## src/rtl/cam_pkg.sv

```systemverilog
// cam_pkg: shared state encoding, colour helpers and geometry defaults.
// Colour-bar helpers are used only when CAM_TEST_PATT_EN is defined.
package cam_pkg;

  localparam int unsigned H_ACTIVE_DEF = 640;
  localparam int unsigned V_ACTIVE_DEF = 480;

  typedef enum logic [1:0] {
    ST_IDLE,
    ST_WAIT_VS,
    ST_WAIT_FS,
    ST_ACTIVE
  } cam_state_e;

  localparam logic [23:0] BAR_WHITE   = 24'hFFFFFF;
  localparam logic [23:0] BAR_YELLOW  = 24'hFFFF00;
  localparam logic [23:0] BAR_CYAN    = 24'h00FFFF;
  localparam logic [23:0] BAR_GREEN   = 24'h00FF00;
  localparam logic [23:0] BAR_MAGENTA = 24'hFF00FF;
  localparam logic [23:0] BAR_RED     = 24'hFF0000;
  localparam logic [23:0] BAR_BLUE    = 24'h0000FF;
  localparam logic [23:0] BAR_BLACK   = 24'h000000;

  function automatic logic [23:0] rgb565_to_888(
    input logic [15:0] p
  );
    logic [4:0] r;
    logic [5:0] g;
    logic [4:0] b;
    r = p[15:11];
    g = p[10:5];
    b = p[4:0];
    return {r, r[4:2], g, g[5:4], b, b[4:2]};
  endfunction

  function automatic logic [23:0] bar_color(
    input logic [2:0] idx
  );
    logic [23:0] c;
    unique case (idx)
      3'd0: c = BAR_WHITE;
      3'd1: c = BAR_YELLOW;
      3'd2: c = BAR_CYAN;
      3'd3: c = BAR_GREEN;
      3'd4: c = BAR_MAGENTA;
      3'd5: c = BAR_RED;
      3'd6: c = BAR_BLUE;
      default: c = BAR_BLACK;
    endcase
    return c;
  endfunction

endpackage

```

## src/rtl/cam_sync_edge.sv

```systemverilog
// cam_sync_edge: 2-flop synchronizer for the 11-bit DVP pin bundle
// plus edge detect on the synchronized pclk, href and vsync.
module cam_sync_edge
  import cam_pkg::*;
(
  input  logic       clk,
  input  logic       reset,
  input  logic       pclk_i,
  input  logic       vsync_i,
  input  logic       href_i,
  input  logic [7:0] data_i,
  output logic       vsync_o,
  output logic       href_o,
  output logic [7:0] data_o,
  output logic       pclk_rise,
  output logic       href_fall,
  output logic       vsync_rise,
  output logic       vsync_fall
);

  logic [10:0] s1_q, s1_d;
  logic [10:0] s2_q, s2_d;
  // {pclk, vsync, href} one cycle behind s2
  logic [2:0]  prev_q, prev_d;

  always_comb begin
    s1_d   = {pclk_i, vsync_i, href_i, data_i};
    s2_d   = s1_q;
    prev_d = s2_q[10:8];
  end

  always_ff @(posedge clk) begin
    if (reset) begin
      s1_q   <= '0;
      s2_q   <= '0;
      prev_q <= '0;
    end else begin
      s1_q   <= s1_d;
      s2_q   <= s2_d;
      prev_q <= prev_d;
    end
  end

  assign vsync_o    = s2_q[9];
  assign href_o     = s2_q[8];
  assign data_o     = s2_q[7:0];
  assign pclk_rise  = s2_q[10] & ~prev_q[2];
  assign vsync_rise = s2_q[9] & ~prev_q[1];
  assign vsync_fall = ~s2_q[9] & prev_q[1];
  assign href_fall  = ~s2_q[8] & prev_q[0];

endmodule

```

## src/rtl/cam_dvp_rx.sv

```systemverilog
// cam_dvp_rx: one-shot DVP RGB565 frame capture into RGB888 writes.
// Define CAM_TEST_PATT_EN to add tpat_sel and colour-bar substitution.
module cam_dvp_rx
  import cam_pkg::*;
#(
  parameter int unsigned H_ACTIVE  = H_ACTIVE_DEF,
  parameter int unsigned V_ACTIVE  = V_ACTIVE_DEF,
  parameter int unsigned ADDR_W    = 24,
  parameter int unsigned ADDR_BASE = 0
) (
  input  logic              clk,
  input  logic              reset,
  input  logic              cap_req,
  input  logic              cam_pclk,
  input  logic              cam_vsync,
  input  logic              cam_href,
  input  logic [7:0]        cam_data,
`ifdef CAM_TEST_PATT_EN
  input  logic              tpat_sel,
`endif
  output logic              wr_en,
  input  logic              wr_rdy,
  output logic [ADDR_W-1:0] wr_addr,
  output logic [31:0]       wr_data,
  output logic              busy,
  output logic              frame_done,
  output logic              ovf,
  output logic              err
);

  localparam logic [15:0] H_LIM = 16'(H_ACTIVE);
  localparam logic [15:0] V_LIM = 16'(V_ACTIVE);
  localparam logic [ADDR_W-1:0] BASE = ADDR_W'(ADDR_BASE);
  localparam logic [ADDR_W-1:0] H_STEP = ADDR_W'(H_ACTIVE);
  localparam logic [ADDR_W-1:0] A_ONE = ADDR_W'(1);

  logic       s_vsync, s_href;
  logic [7:0] s_data;
  logic       pclk_rise, href_fall;
  logic       vs_rise, vs_fall;

  cam_sync_edge u_sync (
    .clk        (clk),
    .reset      (reset),
    .pclk_i     (cam_pclk),
    .vsync_i    (cam_vsync),
    .href_i     (cam_href),
    .data_i     (cam_data),
    .vsync_o    (s_vsync),
    .href_o     (s_href),
    .data_o     (s_data),
    .pclk_rise  (pclk_rise),
    .href_fall  (href_fall),
    .vsync_rise (vs_rise),
    .vsync_fall (vs_fall)
  );

  cam_state_e state_q, state_d;

  logic [15:0]       x_q, x_d;
  logic [15:0]       y_q, y_d;
  logic              ph_q, ph_d;
  logic [7:0]        b0_q, b0_d;
  logic [ADDR_W-1:0] addr_q, addr_d;
  logic [ADDR_W-1:0] line_q, line_d;
  logic              px_vld_q, px_vld_d;
  logic [23:0]       px_data_q, px_data_d;
  logic [ADDR_W-1:0] px_addr_q, px_addr_d;
  logic              wr_en_q, wr_en_d;
  logic [ADDR_W-1:0] wr_addr_q, wr_addr_d;
  logic [23:0]       wr_data_q, wr_data_d;
  logic              done_q, done_d;
  logic              ovf_q, ovf_d;
  logic              err_q, err_d;

  logic        in_range;
  logic [23:0] pix;

`ifdef CAM_TEST_PATT_EN
  localparam logic [15:0] BAR_W =
    (H_ACTIVE / 8 == 0) ? 16'd1 : 16'(H_ACTIVE / 8);
  logic [15:0] bar_idx;
  logic [2:0]  bar_sel;

  always_comb begin
    bar_idx = x_q / BAR_W;
    bar_sel = (bar_idx > 16'd7) ? 3'd7 : bar_idx[2:0];
    pix = tpat_sel ? bar_color(bar_sel)
                   : rgb565_to_888({b0_q, s_data});
  end
`else
  always_comb begin
    pix = rgb565_to_888({b0_q, s_data});
  end
`endif

  always_ff @(posedge clk) begin
    if (reset) state_q <= ST_IDLE;
    else       state_q <= state_d;
  end

  always_comb begin
    state_d = state_q;
    unique case (state_q)
      ST_IDLE:    if (cap_req) state_d = ST_WAIT_VS;
      ST_WAIT_VS: if (s_vsync) state_d = ST_WAIT_FS;
      ST_WAIT_FS: if (vs_fall) state_d = ST_ACTIVE;
      ST_ACTIVE:  if (vs_rise) state_d = ST_IDLE;
      default:    state_d = ST_IDLE;
    endcase
  end

  always_comb begin
    busy = (state_q != ST_IDLE);
  end

  always_comb begin
    x_d       = x_q;
    y_d       = y_q;
    ph_d      = ph_q;
    b0_d      = b0_q;
    addr_d    = addr_q;
    line_d    = line_q;
    px_vld_d  = 1'b0;
    px_data_d = px_data_q;
    px_addr_d = px_addr_q;
    wr_en_d   = wr_en_q;
    wr_addr_d = wr_addr_q;
    wr_data_d = wr_data_q;
    done_d    = 1'b0;
    ovf_d     = ovf_q;
    err_d     = err_q;
    in_range  = (x_q < H_LIM) && (y_q < V_LIM);

    if (state_q == ST_IDLE && cap_req) begin
      ovf_d = 1'b0;
      err_d = 1'b0;
    end

    if (state_q == ST_WAIT_FS && vs_fall) begin
      x_d    = '0;
      y_d    = '0;
      ph_d   = 1'b0;
      addr_d = BASE;
      line_d = BASE;
    end

    if (state_q == ST_ACTIVE) begin
      if (vs_rise) begin
        done_d = 1'b1;
      end else if (pclk_rise && s_href) begin
        if (!ph_q) begin
          b0_d = s_data;
          ph_d = 1'b1;
        end else begin
          ph_d      = 1'b0;
          px_vld_d  = in_range;
          px_data_d = pix;
          px_addr_d = addr_q;
          if (in_range) addr_d = addr_q + A_ONE;
          if (x_q != 16'hFFFF) x_d = x_q + 16'd1;
        end
      end else if (href_fall) begin
        if (ph_q) err_d = 1'b1;
        ph_d = 1'b0;
        x_d  = '0;
        // restart from the line base so short lines keep geometry
        if (y_q < V_LIM) begin
          y_d    = y_q + 16'd1;
          line_d = line_q + H_STEP;
          addr_d = line_q + H_STEP;
        end
      end
    end

    if (wr_en_q && wr_rdy) wr_en_d = 1'b0;
    if (px_vld_q) begin
      if (!wr_en_q || wr_rdy) begin
        wr_en_d   = 1'b1;
        wr_addr_d = px_addr_q;
        wr_data_d = px_data_q;
      end else begin
        ovf_d = 1'b1;
      end
    end
  end

  always_ff @(posedge clk) begin
    if (reset) begin
      x_q       <= '0;
      y_q       <= '0;
      ph_q      <= 1'b0;
      b0_q      <= '0;
      addr_q    <= BASE;
      line_q    <= BASE;
      px_vld_q  <= 1'b0;
      px_data_q <= '0;
      px_addr_q <= BASE;
      wr_en_q   <= 1'b0;
      wr_addr_q <= BASE;
      wr_data_q <= '0;
      done_q    <= 1'b0;
      ovf_q     <= 1'b0;
      err_q     <= 1'b0;
    end else begin
      x_q       <= x_d;
      y_q       <= y_d;
      ph_q      <= ph_d;
      b0_q      <= b0_d;
      addr_q    <= addr_d;
      line_q    <= line_d;
      px_vld_q  <= px_vld_d;
      px_data_q <= px_data_d;
      px_addr_q <= px_addr_d;
      wr_en_q   <= wr_en_d;
      wr_addr_q <= wr_addr_d;
      wr_data_q <= wr_data_d;
      done_q    <= done_d;
      ovf_q     <= ovf_d;
      err_q     <= err_d;
    end
  end

  assign wr_en      = wr_en_q;
  assign wr_addr    = wr_addr_q;
  assign wr_data    = {8'h00, wr_data_q};
  assign frame_done = done_q;
  assign ovf        = ovf_q;
  assign err        = err_q;

endmodule

```

## config.mk

```make
export PLATFORM = sky130hd
export DESIGN_NAME = cam_dvp_rx
export DESIGN_NICKNAME = d
export VERILOG_FILES = /design/src/rtl/cam_pkg.sv /design/src/rtl/cam_sync_edge.sv /design/src/rtl/cam_dvp_rx.sv
export SDC_FILE = /design/constraint.sdc
export NUM_CORES = 1
export LEC_CHECK = 0
export CORE_UTILIZATION = 42
export CTS_CLUSTER_DIAMETER = 60
export DETAILED_ROUTE_END_ITERATION = 12
export PLACE_DENSITY = 0.61
export SKIP_CTS_REPAIR_TIMING = 1
export SLEW_MARGIN = 20
export SYNTH_ARGS = -nofsm -noshare
export SYNTH_HDL_FRONTEND = slang
export SYNTH_HIERARCHICAL = 1
export SYNTH_SLANG_ARGS = --single-unit
```

## constraint.sdc

```tcl
create_clock -name clk -period 2.35 [get_ports clk]
set_input_delay 0.47 -clock clk [delete_from_list [all_inputs] [get_ports clk]]
set_output_delay 0.47 -clock clk [all_outputs]
set_load 0.05 [all_outputs]
```

=== Yosys cells after proc, flatten, opt, wreduce, memory -nomap -nowiden ===
Cells that the tools add are included.

* Reduce and logical (&&, ||, !) cells: 15
* $add $sub $neg: 4
* Equality and inequality tests: 8
* Bitwise operators: 12
* Magnitude comparators: 2
* Muxes and demuxes: 51

{| class="wikitable"
|+ Operator list
! kind !! count
|-
| $mux 24 || 14
|-
| $mux 16 || 13
|-
| $add 16x1->16 const B || 2
|-
| $add 24x1->24 const B || 1
|-
| $add 24x10->24 const B || 1
|-
| $mux 1 || 19
|-
| $lt 16x10->1 const B || 1
|-
| $lt 16x9->1 const B || 1
|-
| $ne 16x16->1 const B || 1
|-
| $reduce_and 4->1 || 3
|-
| $mux 2 || 4
|-
| $not 1->1 || 8
|-
| $pmux 2 s4 || 1
|-
| $logic_and 1x1->1 || 5
|-
| $reduce_or 5->1 || 1
|-
| $and 1x1->1 || 4
|-
| $eq 2x2->1 const B || 2
|-
| $ne 2x1->1 const B || 2
|-
| $ne 2x2->1 const B || 2
|-
| $eq 2x1->1 const B || 1
|-
| $logic_not 2->1 || 1
|-
| $reduce_and 2->1 || 1
|-
| $reduce_bool 2->1 || 1
|-
| $reduce_or 2->1 || 1
|-
| other kinds (2) || 2
|}

* Logic and storage cells: 111
* Bits in registers: 217
* Output and inout port bits: 61
* Bits of input ports: 15

=== Depth between registers and ports, before layout ===
Gate-level depths: netlist of the first run.

* Depth in word-level cells: 9
* Depth in mapped cells: 9
* Depth with buffers taken out: 8

=== Modules after synthesis ===
The synthesis of the first run kept the hierarchy.

{| class="wikitable"
|+ Modules (own cells, without submodules)
! module !! area an instance (µm²) !! times used !! sequential area each (µm²) !! cells each
|-
| cam_dvp_rx || 8119.0 || 1 || 3523.4 || 1039
|-
| cam_sync_edge || 767.0 || 1 || 500.5 || 64
|}

=== Least setup slack after synthesis of the first run ===
Ideal clock, no wire load.

* Path kind: flip-flop to flip-flop
* Start: reg y_q[14]
* End: reg addr_q[20]
* Path slack: 505 ps
* Data arrival time: 1775 ps
* Clock period less this slack: 1845 ps
* Buffers on the path: 1
* Cell stages (with the launch flop): 8
* Data required time: 2280 ps
* Cell sequence: dfxtp_1 nor4_4 and3_2 buf_4 nand2_2 nor4_1 mux2_2 a21oi_1

* Cells in the longest elaborated chain, start to end: 7
* Elaborated cells between the ends (all ways): 9
* Those cells by class: order compare (1); mux (7); reduce/logical (1)

{| class="wikitable"
|+ RTL lines
! what !! RTL line !! source
|-
| from (decl) || cam_dvp_rx.sv:61 || <nowiki>logic [15:0] y_q, y_d;</nowiki>
|-
| from (signal assigned) || cam_dvp_rx.sv:207 || <nowiki>y_q <= y_d;</nowiki>
|-
| $lt 16x9->1 (*) || cam_dvp_rx.sv:133, cam_dvp_rx.sv:168 ||
|-
| $logic_and 1x1->1 || cam_dvp_rx.sv:133 || <nowiki>in_range = (x_q < H_LIM) && (y_q < V_LIM);</nowiki>
|-
| $mux 24 || cam_dvp_rx.sv:160 || <nowiki>if (in_range) addr_d = addr_q + A_ONE;</nowiki>
|-
| $mux 24 || cam_dvp_rx.sv:152 || <nowiki>if (!ph_q) begin</nowiki>
|-
| $mux 24 (*) || cam_dvp_rx.sv:151 || <nowiki>end else if (pclk_rise && s_href) begin</nowiki>
|-
| $mux 24 (*) || cam_dvp_rx.sv:149 || <nowiki>if (vs_rise) begin</nowiki>
|-
| $mux 24 (*) || cam_dvp_rx.sv:148 || <nowiki>if (state_q == ST_ACTIVE) begin</nowiki>
|-
| to (signal assigned) || cam_dvp_rx.sv:210 || <nowiki>addr_q <= addr_d;</nowiki>
|-
| to (decl) || cam_dvp_rx.sv:64 || <nowiki>logic [ADDR_W-1:0] addr_q, addr_d;</nowiki>
|}

Every way passes the cells marked *; elsewhere a longest branch is shown, timed or not.
A chain may end at the register's enable or synchronous reset.

=== Worst setup path in the final report of the first run ===
* Start: reg x_q[10]
* End: reg addr_q[14]

* Cells in the longest elaborated chain, start to end: 7

{| class="wikitable"
|+ RTL lines
! what !! RTL line !! source
|-
| from (decl) || cam_dvp_rx.sv:60 || <nowiki>logic [15:0] x_q, x_d;</nowiki>
|-
| from (signal assigned) || cam_dvp_rx.sv:190 || <nowiki>x_q <= '0;</nowiki>
|-
| from (signal assigned) || cam_dvp_rx.sv:206 || <nowiki>x_q <= x_d;</nowiki>
|-
| $lt 16x10->1 || cam_dvp_rx.sv:133 ||
|-
| $logic_and 1x1->1 || cam_dvp_rx.sv:133 ||
|-
| $mux 24 || cam_dvp_rx.sv:160 ||
|-
| $mux 24 || cam_dvp_rx.sv:152 ||
|-
| $mux 24 || cam_dvp_rx.sv:151 ||
|-
| $mux 24 || cam_dvp_rx.sv:149 ||
|-
| $mux 24 || cam_dvp_rx.sv:148 ||
|}

Every way passes these cells.

==> flow_metrics.tcl, run 1 <==
set metrics [dict create \
    cts_buffers 23 \
    min_path_type "input port to flip-flop" \
    p_seq_share_pct 45.3 \
    nets 1189 \
    rows 52 \
    grt_use_total_pct 20.8 \
    diodes 0 \
    clk_latency_ns 0.51 \
    dp_cells 1411 \
    synth_edf_count 0 \
    multi_input_area_um2 4380 \
    htree_levels 1 \
    crit_chain "nor4b_2 -> and3_1 -> a21oi_1 -> nor2_1 -> o311ai_1 -> a41oi_2" \
    die-area_um2 21700 \
    grt_max_degree 88 \
    finalSetupViolations 0 \
    power.density_nw_per_um2 716 \
    crit_path_top_delay_cell "nor2_1" \
    r2r_end "addr_q[14]" \
    end_kind "flip-flop" \
    whs_ns 0.336 \
    synth_area_leaders "dfxtp_1 (45%), nand2_1 (9.7%), a21oi_1 (7.7%)" \
    min_to "ph_q" \
    fmax_mhz 456 \
    dp_hpwl_mm 15.7 \
    sw_frac_of_total_pct 22.7 \
    final_antenna_net_count 0 \
    setup_tns_ns 0 \
    portBuffers 67 \
    critPathRequiredTime_ns 2.78 \
    instances_no_fill 1452 \
    antenna_found_initial 0 \
    initial_core_util_pct 43.4 \
    seqCellArea_um2 4020 \
    crit_path_max_incr_delay_ns 0.51 \
    skew_ns 0.00551 \
    clock_path_buffers 3 \
    first_pass_iters 5 \
    ys.flop_type "dfxtp_1" \
    clk_pin_slew_ns 0.06 \
    fin_crit_sh_pct 93.4 \
    die_y_um 147 \
    timing.rr.start "x_q[10]" \
    vias 7827 \
    cts_tree "built" \
    syn_inst 1103 \
    crit_start "x_q[10]" \
    wire_per_inst_um 15.6 \
    synthToLayoutAreaGrowth_pct 20.5 \
    p_comb_share_pct 6.1 \
    max-vdd-ir-drop_v 0.000463 \
    yosysSeqAreaShare_pct 45.3 \
    layout_min_cycle_time_ns 2.19 \
    min_from "reset" \
    p_switching_mw 1.74 \
    p_clk_share_pct 48.6 \
    clock_sinks 201 \
    coreArea_um2 20500 \
    ys_ff_latch 201 \
    vias_per_cell 5.39 \
    cts-root-buf "clkbuf_16" \
    p_leak_nw 3.76 \
    routed_wl_mm 22.6 \
    worstSetupPathType "flip-flop to flip-flop" \
    status "complete, no violations" \
    synthDistinctLibCells 69 \
    yosysWarningCount 6 \
    drc_errors 0 \
    drv_cap 0 \
    drive_above_1_share_pct 9.73 \
    worstMarginPinSlew_ns 0.624 \
    synthesis.area_um2 8890 \
    rsz0062_at_grt "false" \
    maxSlewHeadroom_pct 58.2 \
    netlist.area_leader.share_pct 45.3 \
    ys_async_sr_fraction_pct 0 \
    grt_pass1_vias 7174 \
    maxSlewViolCount 0 \
    first_iter_violations 562 \
    finalWeightedCongestion 0.866 \
    arrival_ns 2.63 \
    fillers 1977 \
    reg2reg_depth 6 \
    path_max_fanout 6 \
    yosysTopAreaCell "dfxtp_1" \
    grt_remaining_overflow 0 \
    syn_avg_cell_area_um2 8.06 \
    intPower_mw 5.93 \
    critPathLaunchType "flip-flop" \
    grt_pass1_wl_mm 37.1 \
    die_w_um 147 \
    io_pins 76 \
    hold_path_depth 2 \
    r2r_slack_ns 0.16 \
    finalHoldViolCount 0 \
]
## cell type report
class / instances / share of cell area [%]
repair buffers: 120 / 10.5
clock inverters: 12 / 1.58
flip-flops and latches: 201 / 37.6
clock buffers: 29 / 5.86
inverters: 13 / 0.456
well taps: 270 / 3.15
multi-input cells: 807 / 40.9
## power by group through the flow
| stage | clock [mW] | sequential [mW] | combinational, mW |
|---|---|---|---|
| 6_report | 3.73 | 3.48 | 0.465 |
| 5_1_grt | 3.96 | 3.48 | 0.502 |
| 4_1_cts | 3.81 | 3.48 | 0.464 |
| 3_5_place_dp | 0 | 3.55 | 0.461 |
| 3_3_place_gp | 0 | 3.55 | 0.463 |
| 2_1_floorplan | 0 | 3.54 | 0.337 |
## registers in the layout, summed over array words and instances, names as in the netlist
name,flops
wr_data_q,16
px_vld_q,1
b0_q,8
state_q,2
err,1
wr_addr,24
u_sync/s2_q,11
ovf,1
x_q,16
wr_en,1
u_sync/prev_q,3
addr_q,24
line_q,24
px_addr_q,24
u_sync/s1_q,11
y_q,16
ph_q,1
frame_done,1
px_data_q,16
## how the worst max path moves through the flow
stage	end	slack, ns
after floorplan	addr_q[20]	0.51
after global routing	addr_q[14]	0.02
after CTS	err	0.14
after global placement	addr_q[14]	0.15
final	addr_q[14]	0.16
after detailed placement	addr_q[14]	0.19
## cell families (layout without fill, tap and decap cells)
| group | Yosys count | in the layout | share of synthesized area, % |
|---|---|---|---|
| AOI/OAI and AO/OA | 272 | 272 | 17.9 |
| xor gates and xnor gates | 26 | 26 | 2.56 |
| adders and majority gates | 8 | 8 | 1.13 |
| buffers and inverters | 102 | 174 | 5.86 |
| DFF | 201 | 201 | 45.3 |
| muxes | 6 | 6 | 0.690 |
| other | 1 | 8 | 0.0422 |
| and+or+nand+nor | 487 | 487 | 26.5 |
## cell usage after synthesis (all sizes together), types with 2 or more instances
library cell,instances
or3,9
nand3,44
a21oi,138
nand2,231
a211oi,5
nand2b,2
o211ai,8
nor4,10
xnor2,13
and3,21
ha,8
clkbuf,45
o2111ai,2
a221oi,8
mux2i,5
buf,44
xor2,13
inv,13
o31a,3
nor3,20
dfxtp,201
and2,19
nand4,14
nor2b,32
nor3b,2
a31oi,9
o21ai,57
nand3b,7
and2b,2
o22ai,7
a41oi,2
nand4b,2
o311ai,2
a21o,7
and4,8
a22oi,14
nor2,61
o21a,2
## stage by stage
stage / worst slack, ns / power (mW) / instance area (um^2) / utilization [%]
after floorplan: 0.505 / 3.88 / 8910 / -
after global placement: 0.153 / 4.01 / 9910 / 48.4
after detailed placement: 0.194 / 4.02 / 9910 / 48.4
after CTS: 0.142 / 7.76 / 10700 / 52.3
after global routing: 0.0190 / 7.95 / 10700 / 52.3
final: 0.156 / 7.67 / 10700 / 52.3
## layer usage
| layer | GRT usage, % | part of all wire (%) | vias up |
|---|---|---|---|
| met1 | 29.9 | 48 | 3631 |
| met2 | 32.7 | 44 | 231 |
| met4 | 6.13 | 1.9 | 0 |
| met3 | 2.50 | 5.6 | 36 |
| met5 | 0 | 0 | - |
| li1 | - | - | 3929 |
## critical path: cells and delay by family (launching register included)
family	cells	cell delay [ns]
AOI/OAI and AO/OA	3	0.57
DFF	1	0.37
and+or+nand+nor	3	1.18
## placed cells by master, fill, tap and decap left out, types with 8 or more instances in the layout
cell and instances:
nand2_1 229, dfxtp_1 201, a21oi_1 137, clkdlybuf4s50_1 65, nor2_1 57, o21ai_0 56, buf_4 50, nand3_1 43
nor2b_1 31, clkbuf_16 23, and3_1 20, and2_1 19, nor3_1 18, nand4_1 14, a22oi_1 14, inv_1 13
xnor2_1 13, xor2_1 13, nor4_1 9, a31oi_1 9, or3_1 9, o211ai_1 8, a221oi_1 8, ha_1 8
conb_1 8
Note: power is estimated with default switching activity, not from simulation.
==> run 2, diff against run 1 <==
--- a/config.mk
+++ b/config.mk
@@ -15,3 +15,4 @@
 export SYNTH_HDL_FRONTEND = slang
 export SYNTH_HIERARCHICAL = 1
 export SYNTH_SLANG_ARGS = --single-unit
+export TNS_END_PERCENT = 10
==> results of run 2 <==
The final DEF is identical to that of run 1; final timing and power are the same.
